===== src/rtl/riscv_mtimer.sv =====
// ============================================================================
// Module  : riscv_mtimer
// Brief   : Machine timer (mtime/mtimecmp) with a 16-byte bus window and MTIP.
// Revision: 1.0
// ============================================================================
`default_nettype none

module riscv_mtimer #(
  parameter int unsigned PRESCALE     = 1,
  parameter logic [63:0] MTIMECMP_RST = 64'hFFFF_FFFF_FFFF_FFFF
) (
  input  logic        clk,
  input  logic        rstn,
  input  logic        time_en,
  input  logic        req,
  input  logic        we,
  input  logic [3:0]  addr,
  input  logic [31:0] wdata,
  output logic        ack,
  output logic        err,
  output logic [31:0] rdata,
  output logic [63:0] mtime_o,
  output logic        mtip
);

  localparam logic [15:0] c_presc_max = 16'(PRESCALE - 1);

  logic [15:0] r_presc;
  logic [63:0] r_mtime;
  logic [63:0] r_mtimecmp;
  logic        r_ack;
  logic        r_err;
  logic [31:0] r_rdata;
  logic        r_mtip;

  logic        w_tick;
  logic        w_bad;
  logic        w_wr;
  logic        w_rd;
  logic [31:0] w_rmux;

  assign w_tick = time_en && (r_presc == c_presc_max);
  assign w_bad  = (addr[1:0] != 2'b00);
  assign w_wr   = req && we && !w_bad;
  assign w_rd   = req && !we && !w_bad;

  // Read data comes from the register state seen at the request edge.
  always_comb begin
    w_rmux = 32'h0;
    case (addr[3:2])
      2'd0:    w_rmux = r_mtime[31:0];
      2'd1:    w_rmux = r_mtime[63:32];
      2'd2:    w_rmux = r_mtimecmp[31:0];
      default: w_rmux = r_mtimecmp[63:32];
    endcase
  end

  always_ff @(posedge clk) begin
    if (!rstn) begin
      r_presc <= 16'h0;
    end else if (time_en) begin
      r_presc <= w_tick ? 16'h0 : r_presc + 16'h1;
    end
  end

  // A software write to either half wins over a tick: no increment, no carry.
  always_ff @(posedge clk) begin
    if (!rstn) begin
      r_mtime <= 64'h0;
    end else if (w_wr && addr[3:2] == 2'd0) begin
      r_mtime <= {r_mtime[63:32], wdata};
    end else if (w_wr && addr[3:2] == 2'd1) begin
      r_mtime <= {wdata, r_mtime[31:0]};
    end else if (w_tick) begin
      r_mtime <= r_mtime + 64'h1;
    end
  end

  always_ff @(posedge clk) begin
    if (!rstn) begin
      r_mtimecmp <= MTIMECMP_RST;
    end else if (w_wr && addr[3:2] == 2'd2) begin
      r_mtimecmp <= {r_mtimecmp[63:32], wdata};
    end else if (w_wr && addr[3:2] == 2'd3) begin
      r_mtimecmp <= {wdata, r_mtimecmp[31:0]};
    end
  end

  always_ff @(posedge clk) begin
    if (!rstn) begin
      r_ack   <= 1'b0;
      r_err   <= 1'b0;
      r_rdata <= 32'h0;
      r_mtip  <= 1'b0;
    end else begin
      r_ack   <= req;
      r_err   <= req && w_bad;
      r_rdata <= w_rd ? w_rmux : 32'h0;
      r_mtip  <= (r_mtime >= r_mtimecmp);
    end
  end

  assign ack     = r_ack;
  assign err     = r_err;
  assign rdata   = r_rdata;
  assign mtime_o = r_mtime;
  assign mtip    = r_mtip;

endmodule

`default_nettype wire

===== config.mk =====
export PLATFORM = sky130hd
export DESIGN_NAME = riscv_mtimer
export DESIGN_NICKNAME = d
export VERILOG_FILES = /design/src/rtl/riscv_mtimer.sv
export SDC_FILE = /design/constraint.sdc
export NUM_CORES = 1
export LEC_CHECK = 0
export CAP_MARGIN = 20
export CORE_MARGIN = 2
export CORE_UTILIZATION = 60
export CTS_BUF_LIST = sky130_fd_sc_hd__clkbuf_8
export DETAILED_ROUTE_END_ITERATION = 12
export PLACE_DENSITY = 0.86
export RECOVER_POWER = 50
export SETUP_SLACK_MARGIN = 0.2
export SLEW_MARGIN = 20
export SYNTH_ARGS = -nofsm -noshare
export SYNTH_HDL_FRONTEND = slang
export SYNTH_SLANG_ARGS = --single-unit

===== constraint.sdc =====
create_clock -name clk -period 5.75 [get_ports clk]
set_input_delay 1.15 -clock clk [delete_from_list [all_inputs] [get_ports clk]]
set_output_delay 1.15 -clock clk [all_outputs]
set_load 0.02 [all_outputs]

* Word-level counts from Yosys, hierarchy flattened
Index checks and enable logic that the tools add are counted.
** Word-level totals
- Flip-flop bits (word level) :: 179
- Output and inout bits :: 99
- Word-level logic and storage cells :: 45
** Operators by class
- Add/subtract/negate cells :: 2
- Magnitude comparators :: 1
- Equality and inequality tests :: 4
- Multiplexer cells :: 6
- Bitwise logic cells :: 2
- Reductions and logical operators :: 21
** Operators by type and width (number)
- 2-to-1 mux 64 bit :: 2
- one-hot mux 32 bit (3 select lines) :: 1
- adder 64 x 1 -> 64 bit, second input constant :: 1
- greater-or-equal comparator 64 bit :: 1
- 2-to-1 mux 32 bit :: 2
- adder 16 x 1 -> 16 bit, second input constant :: 1
- logical NOT 16 bit :: 1
- 2-to-1 mux 16 bit :: 1
- logical AND 1 bit :: 10
- AND reduction 2 bit :: 4
- nonzero test 2 bit :: 3
- == test 2 bit, second input constant :: 2
- == test 2 x 1 -> 1 bit, second input constant :: 1
- logical NOT 1 bit :: 2
- logical NOT 2 bit :: 1
- inequality test 2 bit, second input constant :: 1
- inverter 1 bit :: 2

* Depth between registers and ports, before layout
Gate-level depths: netlist of run 1.
- Word-level depth :: 6
- Depth in mapped cells :: 9
- Mapped depth without buffers :: 8

* Worst setup path before layout of run 1
No wires, ideal clock.
- Path type :: input-to-reg
- Start :: input time_en
- End :: register r_mtime[60] (netlist: mtime_o[60])
- Library setup time :: 0.133 ns
- Data arrival time :: 3.113 ns
- Required time :: 5.617 ns
- Slack :: 2.504 ns
- Stages on the path :: 8
- Cells stage by stage :: buf_4 -> or4b_1 -> nor4_4 -> nand4_4 -> buf_6 -> nor4_2 -> xnor2_1 -> a21oi_1
** On the way
- Longest elaborated chain between the ends :: 3
** Ends and longest elaborated chain
- start: declaration :: line 14 : input logic time_en,
- logical AND 1 bit :: line 42 : assign w_tick = time_en && (r_presc == c_presc_max);
- nonzero test 2 bit (no source line)
- AND reduction 2 bit (no source line)
- end signal: assignment :: line 71 : r_mtime <= {r_mtime[63:32], wdata};
- end signal: assignment :: line 73 : r_mtime <= {wdata, r_mtime[31:0]};
- end signal: assignment :: line 75 : r_mtime <= r_mtime + 64'h1;
- end: declaration :: line 29 : logic [63:0] r_mtime;
No other way between the ends.
A chain may end at the register's enable or synchronous reset.

* Worst setup path in the final report of run 1
- Start :: input rstn
- End :: register r_rdata[29] (netlist: rdata[29])
** On the way
- Longest elaborated chain between the ends :: 1
** Ends and longest elaborated chain
- start: declaration :: line 13 : input logic rstn,
- AND reduction 2 bit (no source line)
- end signal: assignment :: line 98 : r_rdata <= w_rd ? w_rmux : 32'h0;
- end: declaration :: line 33 : logic [31:0] r_rdata;
No other way between the ends.

==> results of run 1 <==
## synthesized netlist by cell type (3+ instances only)
cell type / number / area [µm²]
o31ai_1: 5 / 37.5
nand3_1: 50 / 250
o41ai_1: 6 / 52.6
nor3_1: 25 / 125
o22ai_1: 5 / 31.3
and2_1: 6 / 37.5
a32oi_1: 4 / 35.0
a31oi_1: 10 / 62.6
inv_1: 83 / 312
a32o_1: 3 / 30.0
dfxtp_1: 179 / 3580
a21oi_1: 79 / 395
and3_1: 10 / 62.6
nor4_2: 8 / 100
or4_1: 4 / 30.0
xor2_1: 11 / 96.3
nor2_1: 57 / 214
nand2b_1: 3 / 18.8
nand4b_1: 4 / 35.0
o211ai_1: 65 / 488
nor4_1: 19 / 119
nand4_1: 32 / 200
clkbuf_1: 58 / 218
a21o_1: 6 / 45.0
buf_1: 6 / 22.5
nor2b_1: 35 / 219
or3_1: 3 / 18.8
nand2_1: 158 / 593
o21ai_0: 61 / 305
and4_1: 6 / 52.6
mux4_2: 32 / 721
a22oi_1: 6 / 45.0
ha_1: 67 / 838
xnor2_1: 29 / 254
o21a_1: 5 / 37.5
a211oi_1: 8 / 60.1
a221oi_1: 3 / 26.3
## metrics by stage
step | util [%] | cell area, µm² | std cells | setup WS, ns
6_report | 72.5 | 12000 | 1517 | 1.19
5_1_grt | 72.5 | 12000 | 1517 | 0.978
4_1_cts | 72.6 | 12000 | 1517 | 1.84
3_5_place_dp | 70.2 | 11600 | 1487 | 1.33
3_3_place_gp | 70.2 | 11600 | 1487 | 1.46
2_1_floorplan | - | 10100 | 1184 | 2.50
## where the power goes
part,switching (mW),leakage [nW],total [mW],internal (mW)
combinational,0.132,3.32,0.225,0.0936
clock,0.451,0.203,0.877,0.425
sequential,0.0184,1.45,1.27,1.25
## sequential cells by signal, summed over array words and instances (netlist names)
signal,cells
err,1
r_presc,16
ack,1
mtip,1
r_mtimecmp,64
mtime_o,64
rdata,32
## layer usage
layer	wire [µm]	vias to the layer above	part of all wire, %
met5	0	-	0
met4	1260	0	4.0
met3	3110	117	9.9
met2	14300	632	46
met1	12600	4629	40
li1	-	4519	-
## layout make-up
class,instances,area (µm²)
clock buffer,21,289
inverter,84,315
tap,220,275
timing repair buffer,149,1440
sequential,179,3580
clock inverter,9,105
multi-input combinational,855,5970
fill,1250,4540
## cell families (layout without fill, tap and decap cells)
group,count (synthesis),after routing,synth area share [%]
flops,179,179,35.5
xor+xnor,40,40,3.47
fa+ha+maj,67,67,8.30
buf+inv,150,263,5.69
simple gates,432,432,21.9
mux,33,33,7.24
compound gates,283,283,17.9
## worst paths after layout
| path | startpoint | end | slack, ns | cells past startpoint |
|---|---|---|---|---|
| worst max-delay path | rstn | rdata[29] | 1.19 | 5 |
| worst min-delay path | r_presc[1] | r_presc[1] | 0.51 | 2 |
| worst max register to register | mtime_o[0] | mtime_o[56] | 2.22 | 7 |
| worst min register to register | r_presc[1] | r_presc[1] | 0.51 | 2 |
## critical path: stages
cell	delay, ns
clkbuf_1	1.87
nand2_1	0.31
or4_1	0.50
clkbuf_1	0.70
nor2b_1	0.38
==> summary.md, run 1 <==
| Metric | Value |
|---|---|
| Initial antenna violation count | 0 |
| Worst-Skew Late Latency | 0.49 ns |
| Layout cells sized above 1 | 7.40% |
| Post-CTS sizing | 0 |
| CTS Hold Bufs | 0 |
| DRT Wirelength | 31.3 mm |
| Met3 usage | 7.99% |
| Commonest non-fill, non-tap cell in the layout | dfxtp_1 |
| # Post-CTS Setup Buffers | 0 |
| Number of diodes | 0 |
| Via count | 9897 |
| FFs w/ async S/R, synth | 0% |
| Synth cell types | 65 |
| Vias in the first global route | 9372 |
| Period minus WS final | 4.56 ns |
| Worst EP arrival | 4.96 ns |
| WP data required | 6.15 ns |
| Main flop type after synthesis | dfxtp_1 |
| Layout area overhead | 18.7% |
| Final setup violation count | 0 |
| Final hold vios | 0 |
| First-pass GRT wire length | 49.5 mm |
| Worst-path clk slew | 0.08 ns |
| Worst Path Max Fanout | 57 |
| RSZ-0062 raised after global routing | false |
| Crit path launch type | input port |
| DRT Pass-1 Iters | 5 |
| Die Ht | 134 µm |
| Final nets | 1394 |
| Register area share after synthesis | 35.5% |
| I/O pin count | 140 |
| Fmax | 219 MHz |
| Register bit count reported by yosys | 179 |
| DRC viols | 0 |
| Chip width | 134 µm |
| Number of buffers created by CTS | 17 |
| Core region area | 16500 µm² |
| Total power | 2.37 mW |
| Kind of critical path | input port to flop |
| Total negative setup slack | 0 ns |
| Leak | 4.97 nW |
| Total track usage | 35.3% |
| Worst min-delay path class | flop to flop |
| Total gr overflow | 0 |
| Detail Route Antenna Nets | 0 |
| Period utilisation layout | 79.4% |
| CTS Root Buffer Type | clkbuf_8 |
| Synth Instances | 1184 |
| Vias per cell | 6.52 |
| Peak VDD IR | 149 µV |
| Met2 Use GR | 55.1% |
| Status | finished with violations |
| Post-DP HPWL | 21.8 mm |
| Slew Limit Fails | 116 |
| Actual slew at the worst max-slew pin | 2.69 ns |
| Max Cap Viol | 3 |
| CTS H-Tree Depth | 4 |
| Number of synthesized flops with an enable pin | 0 |
| Die area | 17900 µm² |
| Commonest cells after routing, fill and taps aside | dfxtp_1, nand2_1, dlygate4sd3_1, inv_1, a21oi_1 |
| Average wire per standard cell | 20.6 µm |
| Syn Nets | 1292 |
| CTS tree | built |
| Synthesized cell area | 10100 µm² |
| Port bufs | 139 |
| PD cells | 198 nW/µm² |
| Max-Slew Margin vs Limit | -79.5% |
| YS warnings | 0 |
| M1 GR Usage | 46.3% |
| CP Capture Type | flop |
| Hold Worst Slack | 0.509 ns |
| Rows | 47 |
| 1st-iter DRT viols | 1252 |
| Violated checks | max-capacitance violations, max-slew violations |
| CTS Buffer Depth | 2 |
| Mean post-synth cell area | 8.53 µm² |
| Max Clock Skew | 0.0122 ns |
| Global routing's busiest layer | met2 |
| Initial core utilization | 61.1% |
| Largest net degree at the start of global routing | 63 |
| CTS Sinks | 179 |
| Routability Congestion | 1.00 |
Note: power is estimated with default switching activity, not from simulation.
==> run 2: changes to the inputs <==
--- a/config.mk
+++ b/config.mk
@@ -7,10 +7,10 @@
 export LEC_CHECK = 0
 export CAP_MARGIN = 20
 export CORE_MARGIN = 2
-export CORE_UTILIZATION = 60
+export CORE_UTILIZATION = 57
 export CTS_BUF_LIST = sky130_fd_sc_hd__clkbuf_8
 export DETAILED_ROUTE_END_ITERATION = 12
-export PLACE_DENSITY = 0.86
+export PLACE_DENSITY = 0.83
 export RECOVER_POWER = 50
 export SETUP_SLACK_MARGIN = 0.2
 export SLEW_MARGIN = 20
==> constraint.sdc (replaced) <==
create_clock -name clk -period 4.7 [get_ports clk]
set_input_delay 0.94 -clock clk [delete_from_list [all_inputs] [get_ports clk]]
set_output_delay 0.94 -clock clk [all_outputs]
set_load 0.02 [all_outputs]
==> summary.md, run 2 (same netlist as run 1, synthesis figures left out) <==
| Metric | Value |
|---|---|
| I/O pin count | 140 (unchanged) |
| Fmax | 247 MHz |
| CTS tree | built |
| First-pass GRT wire length | 49.8 mm (+0.59%) |
| Largest net degree at the start of global routing | 67 (+6.3%) |
| Placed cell areas | 11700 µm² (+0.59%) |
| Hold Worst Slack | 0.509 ns (+0.000444 ns) |
| Total power | 3.03 mW (+28%) |
| DRT Wirelength | 31.6 mm (+1.1%) |
| Port bufs | 139 (unchanged) |
| Layout cells sized above 1 | 7.82% (+0.41 points) |
| Max-Slew Margin vs Limit | -49.0% (+31 points) |
| CTS Sinks | 179 (unchanged) |
| Period utilisation layout | 86.1% |
| Max Cap Viol | 3 (unchanged) |
| DRT Pass-1 Iters | 6 (+1) |
| Peak VDD IR | 170 µV (+14%) |
| Die area | 18800 µm² (+5.1%) |
| Reg2reg path depth | 8 (+1) |
| DP Cell Count | 1498 (+0.74%) |
| Period minus WS final | 4.04 ns |
| Worst-path clk slew | 0.10 ns (+0.02 ns) |
| Violated checks | max-capacitance violations, max-slew violations |
| Design Area, Final | 12100 µm² (+0.98%) |
| Die Ht | 137 µm (+2.5%) |
| RR Startpoint | mtime_o[0] |
| CTS H-Tree Depth | 4 (unchanged) |
| Non-Filler Instances | 1530 (+0.86%) |
| Total gr overflow | 0 (unchanged) |
| Crit path launch | rstn |
| Post-CTS sizing | 0 (unchanged) |
| Final nets | 1400 (+0.43%) |
| Fill cell count | 1410 (+13%) |
| Number of diodes | 0 (unchanged) |
| Status | finished with violations |
| Slew Limit Fails | 106 (-8.6%) |
| WP data required | 5.11 ns (-1.04 ns) |
| CTS Root Buffer Type | clkbuf_8 |
| Comb power frac | 9.2% (-0.3 points) |
| Kind of critical path | input port to flop |
| 1st-iter DRT viols | 1444 (+15%) |
| Max Clock Skew | 0.0158 ns (+0.00363 ns) |
| Leak | 4.99 nW (+0.41%) |
| Routability Congestion | 1.00 (+0.15%) |
| Worst EP arrival | 4.45 ns (-0.51 ns) |
| DRC viols | 0 (unchanged) |
| Post-DP HPWL | 21.9 mm (+0.43%) |
| Commonest cells after routing, fill and taps aside | dfxtp_1, nand2_1, dlygate4sd3_1, inv_1, a21oi_1 |
| CP Capture Type | flop |
| Sw Share | 25.5% (+0.19 points) |
| Final hold vios | 0 (unchanged) |
| Commonest non-fill, non-tap cell in the layout | dfxtp_1 |
| Total track usage | 34.1% (-1.3 points) |
| Total negative setup slack | 0 ns (unchanged) |
| Detail Route Antenna Nets | 0 (unchanged) |
| Worst min-delay path class | flop to flop |
| Chip width | 137 µm (+2.5%) |
| CTS Buffer Depth | 2 (unchanged) |
| Worst Path Max Fanout | 66 (+16%) |
| Layout area overhead | 19.9% |
| Number of buffers created by CTS | 17 (unchanged) |
| Seq pwr share | 51.3% (-2.3 points) |
| Rows | 48 (+2.1%) |
| Initial antenna violation count | 0 (unchanged) |
| Initial core utilization | 58.4% (-2.7 points) |
| CTS Hold Bufs | 0 (unchanged) |
| Clk pwr share | 39.5% (+2.6 points) |
| NetSw | 774 µW (+29%) |
| Actual slew at the worst max-slew pin | 2.23 ns (-0.466 ns) |
| Core region area | 17300 µm² (+4.7%) |
| Vias in the first global route | 9339 (-0.35%) |
| Int Power | 2.26 mW (+27%) |
| Vias per cell | 6.50 (-0.43%) |
| Final setup violation count | 0 (unchanged) |
| Reg2reg end | mtime_o[56] |
| Worst setup endpoint | mtime_o[40] |
| PD cells | 251 nW/µm² (+27%) |
| Worst-Skew Late Latency | 0.48 ns (about the same) |
| # Post-CTS Setup Buffers | 0 (unchanged) |
| R2r setup slk | 1.67 ns (-0.55 ns) |
| Via count | 9939 (+0.42%) |
| RSZ-0062 raised after global routing | false |
| Hold_sp | r_mtimecmp[0] |
| Crit path launch type | input port |
| Average wire per standard cell | 20.7 µm (+0.23%) |
## run 2: cell types whose count changed in the layout (fill, tap and decap cells not counted), sizes merged
cell / change
bufinv: +2
clkinv: -2
inv: +3
buf: +4
dlygate4sd3: -12
clkdlybuf4s50: +12
clkinvlp: +1
## run 2: through the flow
stage                     util (%)  worst slack, ns
after detailed placement      67.5            0.765
after floorplan                  -             1.66
after CTS                     70.0             1.27
final                         70.0            0.655
after global routing          70.0            0.549
after global placement        67.5            0.803
## run 2: power groups by stage
| stage | clock [mW] | combinational [mW] | sequential [mW] |
|---|---|---|---|
| floorplan | 0 | 0.144 | 1.60 |
| global placement | 0 | 0.270 | 1.59 |
| detailed placement | 0 | 0.274 | 1.59 |
| CTS | 1.20 | 0.276 | 1.56 |
| global route | 1.26 | 0.297 | 1.56 |
| finish | 1.20 | 0.278 | 1.56 |
## run 2: critical path, stage by stage
cell and delay [ns]:
clkbuf_1 1.55, clkbuf_2 1.23, o21ai_0 0.44, a21oi_1 0.24
## run 2: worst min path at each step
| stage | to | slack, ns | cells past startpoint |
|---|---|---|---|
| after floorplan | r_mtimecmp[0] | 0.46 | 2 |
| after global placement | r_mtimecmp[0] | 0.49 | 2 |
| after detailed placement | r_mtimecmp[0] | 0.49 | 2 |
| after CTS | r_mtimecmp[0] | 0.51 | 2 |
| after global routing | r_mtimecmp[0] | 0.53 | 2 |
| final | r_mtimecmp[0] | 0.51 | 2 |
## run 2: area by class of cell
class | instances | area, µm² | area share, %
multi-input cells | 855 | 5970 | 49.3
flip-flops and latches | 179 | 3580 | 29.6
repair buffers | 155 | 1510 | 12.5
inverters | 84 | 315 | 2.61
well taps | 225 | 282 | 2.33
clock buffers | 19 | 262 | 2.16
clock inverters | 13 | 180 | 1.49
## run 2: layer usage
| metal | wire length (µm) | part of all wire (%) | track usage [%] | up-vias |
|---|---|---|---|---|
| met4 | 1240 | 3.9 | 14.7 | 0 |
| met3 | 3230 | 10 | 7.56 | 123 |
| li1 | - | - | - | 4537 |
| met2 | 14500 | 46 | 53.6 | 599 |
| met1 | 12700 | 40 | 45.0 | 4680 |
| met5 | 0 | 0 | 0 | - |
==> run 3: changes to the inputs <==
--- a/config.mk
+++ b/config.mk
@@ -11,7 +11,7 @@
 export CTS_BUF_LIST = sky130_fd_sc_hd__clkbuf_8
 export DETAILED_ROUTE_END_ITERATION = 12
 export PLACE_DENSITY = 0.83
-export RECOVER_POWER = 50
+export RECOVER_POWER = 25
 export SETUP_SLACK_MARGIN = 0.2
 export SLEW_MARGIN = 20
 export SYNTH_ARGS = -nofsm -noshare
==> summary.md, run 3 (same netlist as run 1, synthesis figures left out) <==
| Metric | Value |
|---|---|
| Status | finished with violations |
| Violated checks | max-capacitance violations, max-slew violations |
| CTS tree | built |
| Vias in the first global route | 9339 (unchanged) |
| Commonest non-fill, non-tap cell in the layout | dfxtp_1 |
| Worst min-delay path class | flop to flop |
| RSZ-0062 raised after global routing | false |
| Worst Path Max Fanout | 66 (unchanged) |
| CTS Root Buffer Type | clkbuf_8 |
| CTS Hold Bufs | 0 (unchanged) |
| Period utilisation layout | 85.7% (-0.36 points) |
| Crit path launch type | input port |
| I/O pin count | 140 (unchanged) |
| Post-CTS sizing | 0 (unchanged) |
| CTS Buffer Depth | 2 (unchanged) |
| Average wire per standard cell | 20.7 µm (about the same) |
| Layout area overhead | 20.0% |
| Port bufs | 139 (unchanged) |
| Core region area | 17300 µm² (unchanged) |
| Detail Route Antenna Nets | 0 (unchanged) |
| Worst-Skew Late Latency | 0.48 ns (about the same) |
| NetSw | 776 µW (+0.20%) |
| Final setup violation count | 0 (unchanged) |
| Slowest cell on the critical path | clkbuf_1 |
| 1st-iter DRT viols | 1307 (-9.5%) |
| Clk pwr share | 39.5% (about the same) |
| WP data required | 5.11 ns (about the same) |
| PD cells | 251 nW/µm² (about the same) |
| First-pass GRT wire length | 49.8 mm (unchanged) |
| Die area | 18800 µm² (unchanged) |
| CTS H-Tree Depth | 4 (unchanged) |
| DRC viols | 0 (unchanged) |
| Comb power frac | 9.3% (about the same) |
| Critical path cell sequence | clkbuf_1, clkbuf_2, o21ai_0, a21oi_1 |
| Post-DP HPWL | 21.9 mm (unchanged) |
| Final nets | 1400 (unchanged) |
| Total area of sequential cells | 3580 µm² (unchanged) |
| Hold Worst Slack | 0.511 ns (+0.00134 ns) |
| Chip width | 137 µm (unchanged) |
| Slew Limit Fails | 49 (-54%) |
| Number of diodes | 0 (unchanged) |
| Multi-input gate area | 5980 µm² (+0.13%) |
| Total gr overflow | 0 (unchanged) |
| Largest net degree at the start of global routing | 67 (unchanged) |
| Initial antenna violation count | 0 (unchanged) |
| Peak VDD IR | 170 µV (about the same) |
| Total track usage | 34.1% (unchanged) |
| Fmax | 248 MHz (+0.42%) |
| Rows | 48 (unchanged) |
| Worst EP arrival | 4.44 ns (about the same) |
| DRT Pass-1 Iters | 6 (unchanged) |
| Via count | 9996 (+0.57%) |
| Sw Share | 25.5% (about the same) |
| Actual slew at the worst max-slew pin | 2.23 ns (+0.00132 ns) |
| Total negative setup slack | 0 ns (unchanged) |
| Initial core utilization | 58.4% (unchanged) |
| Period minus WS final | 4.03 ns (-0.0170 ns) |
| Max-Slew Margin vs Limit | -48.5% (+0.46 points) |
| Max Cap Viol | 1 (-2) |
| DRT Wirelength | 31.6 mm (about the same) |
| Layout cells sized above 1 | 8.05% (+0.23 points) |
| Final hold vios | 0 (unchanged) |
| Seq pwr share | 51.3% (about the same) |
| Int Power | 2.26 mW (+0.12%) |
| CP Capture Type | flop |
| CTS Sinks | 179 (unchanged) |
| Leak | 4.82 nW (-3.5%) |
| Number of buffers created by CTS | 17 (unchanged) |
| # Post-CTS Setup Buffers | 0 (unchanged) |
| Die Ht | 137 µm (unchanged) |
| Commonest cells after routing, fill and taps aside | dfxtp_1, nand2_1, clkdlybuf4s50_1, inv_1, a21oi_1 |
| Vias per cell | 6.53 (+0.57%) |
| Worst-path clk slew | 0.10 ns (about the same) |
| Max stage delay on crit path | 1.55 ns (about the same) |
| Routability Congestion | 1.00 (unchanged) |
| Fill cell count | 1410 (unchanged) |
| Kind of critical path | input port to flop |
| Max Clock Skew | 0.0156 ns (-0.000263 ns) |
run 3: cell types whose count changed in the layout (fill, tap and decap cells not counted):
cell             previous run  this run
nor2_1                     56        55
dlygate4sd3_1              87        35
clkbuf_1                    3         1
buf_4                      10        12
nor2_4                      1         2
clkdlybuf4s50_1            49       101
run 3: final cells by class:
cell class | instances | share of cell area (%)
Clock buffer | 19 | 2.16
Clock inverter | 13 | 1.49
Inverter | 84 | 2.60
Multi-Input combinational cell | 855 | 49.3
Sequential cell | 179 | 29.6
Tap cell | 225 | 2.32
Timing Repair Buffer | 155 | 12.5
run 3: final timing paths:
kind | to | slack (ns) | from | cells after the start
setup / recovery | mtime_o[40] | 0.67 | rstn | 4
hold / removal | r_mtimecmp[0] | 0.51 | r_mtimecmp[0] | 2
setup reg to reg | mtime_o[56] | 1.66 | mtime_o[0] | 8
hold reg to reg | r_mtimecmp[0] | 0.51 | r_mtimecmp[0] | 2
run 3: metal layers:
metal | vias to the layer above | share of wire, % | GRT usage [%]
li1 | 4534 | - | -
met2 | 589 | 46 | 53.6
met1 | 4750 | 41 | 45.0
met3 | 123 | 9.7 | 7.56
met5 | - | 0 | 0
met4 | 0 | 3.8 | 14.7
run 3: power by group through the flow:
stage | clock [mW] | combinational (mW) | sequential (mW)
after CTS | 1.20 | 0.276 | 1.56
final | 1.20 | 0.282 | 1.56
after detailed placement | 0 | 0.274 | 1.59
after global routing | 1.26 | 0.300 | 1.56
after floorplan | 0 | 0.144 | 1.60
after global placement | 0 | 0.270 | 1.59
run 3: metrics by stage:
stage	cell area [µm²]	power [mW]	std cells	setup WS, ns	utilization (%)
floorplan	10100	1.74	1184	1.66	-
global placement	11700	1.86	1498	0.803	67.5
detailed placement	11700	1.87	1498	0.765	67.5
CTS	12100	3.03	1530	1.27	70.0
global route	12100	3.12	1530	0.597	70.1
finish	12100	3.04	1530	0.672	70.1
run 3: critical path: cells and delay by family:
family | cells | cell delay (ns)
AO/OA/AOI/OAI | 2 | 0.66
buffers and inverters | 2 | 2.80
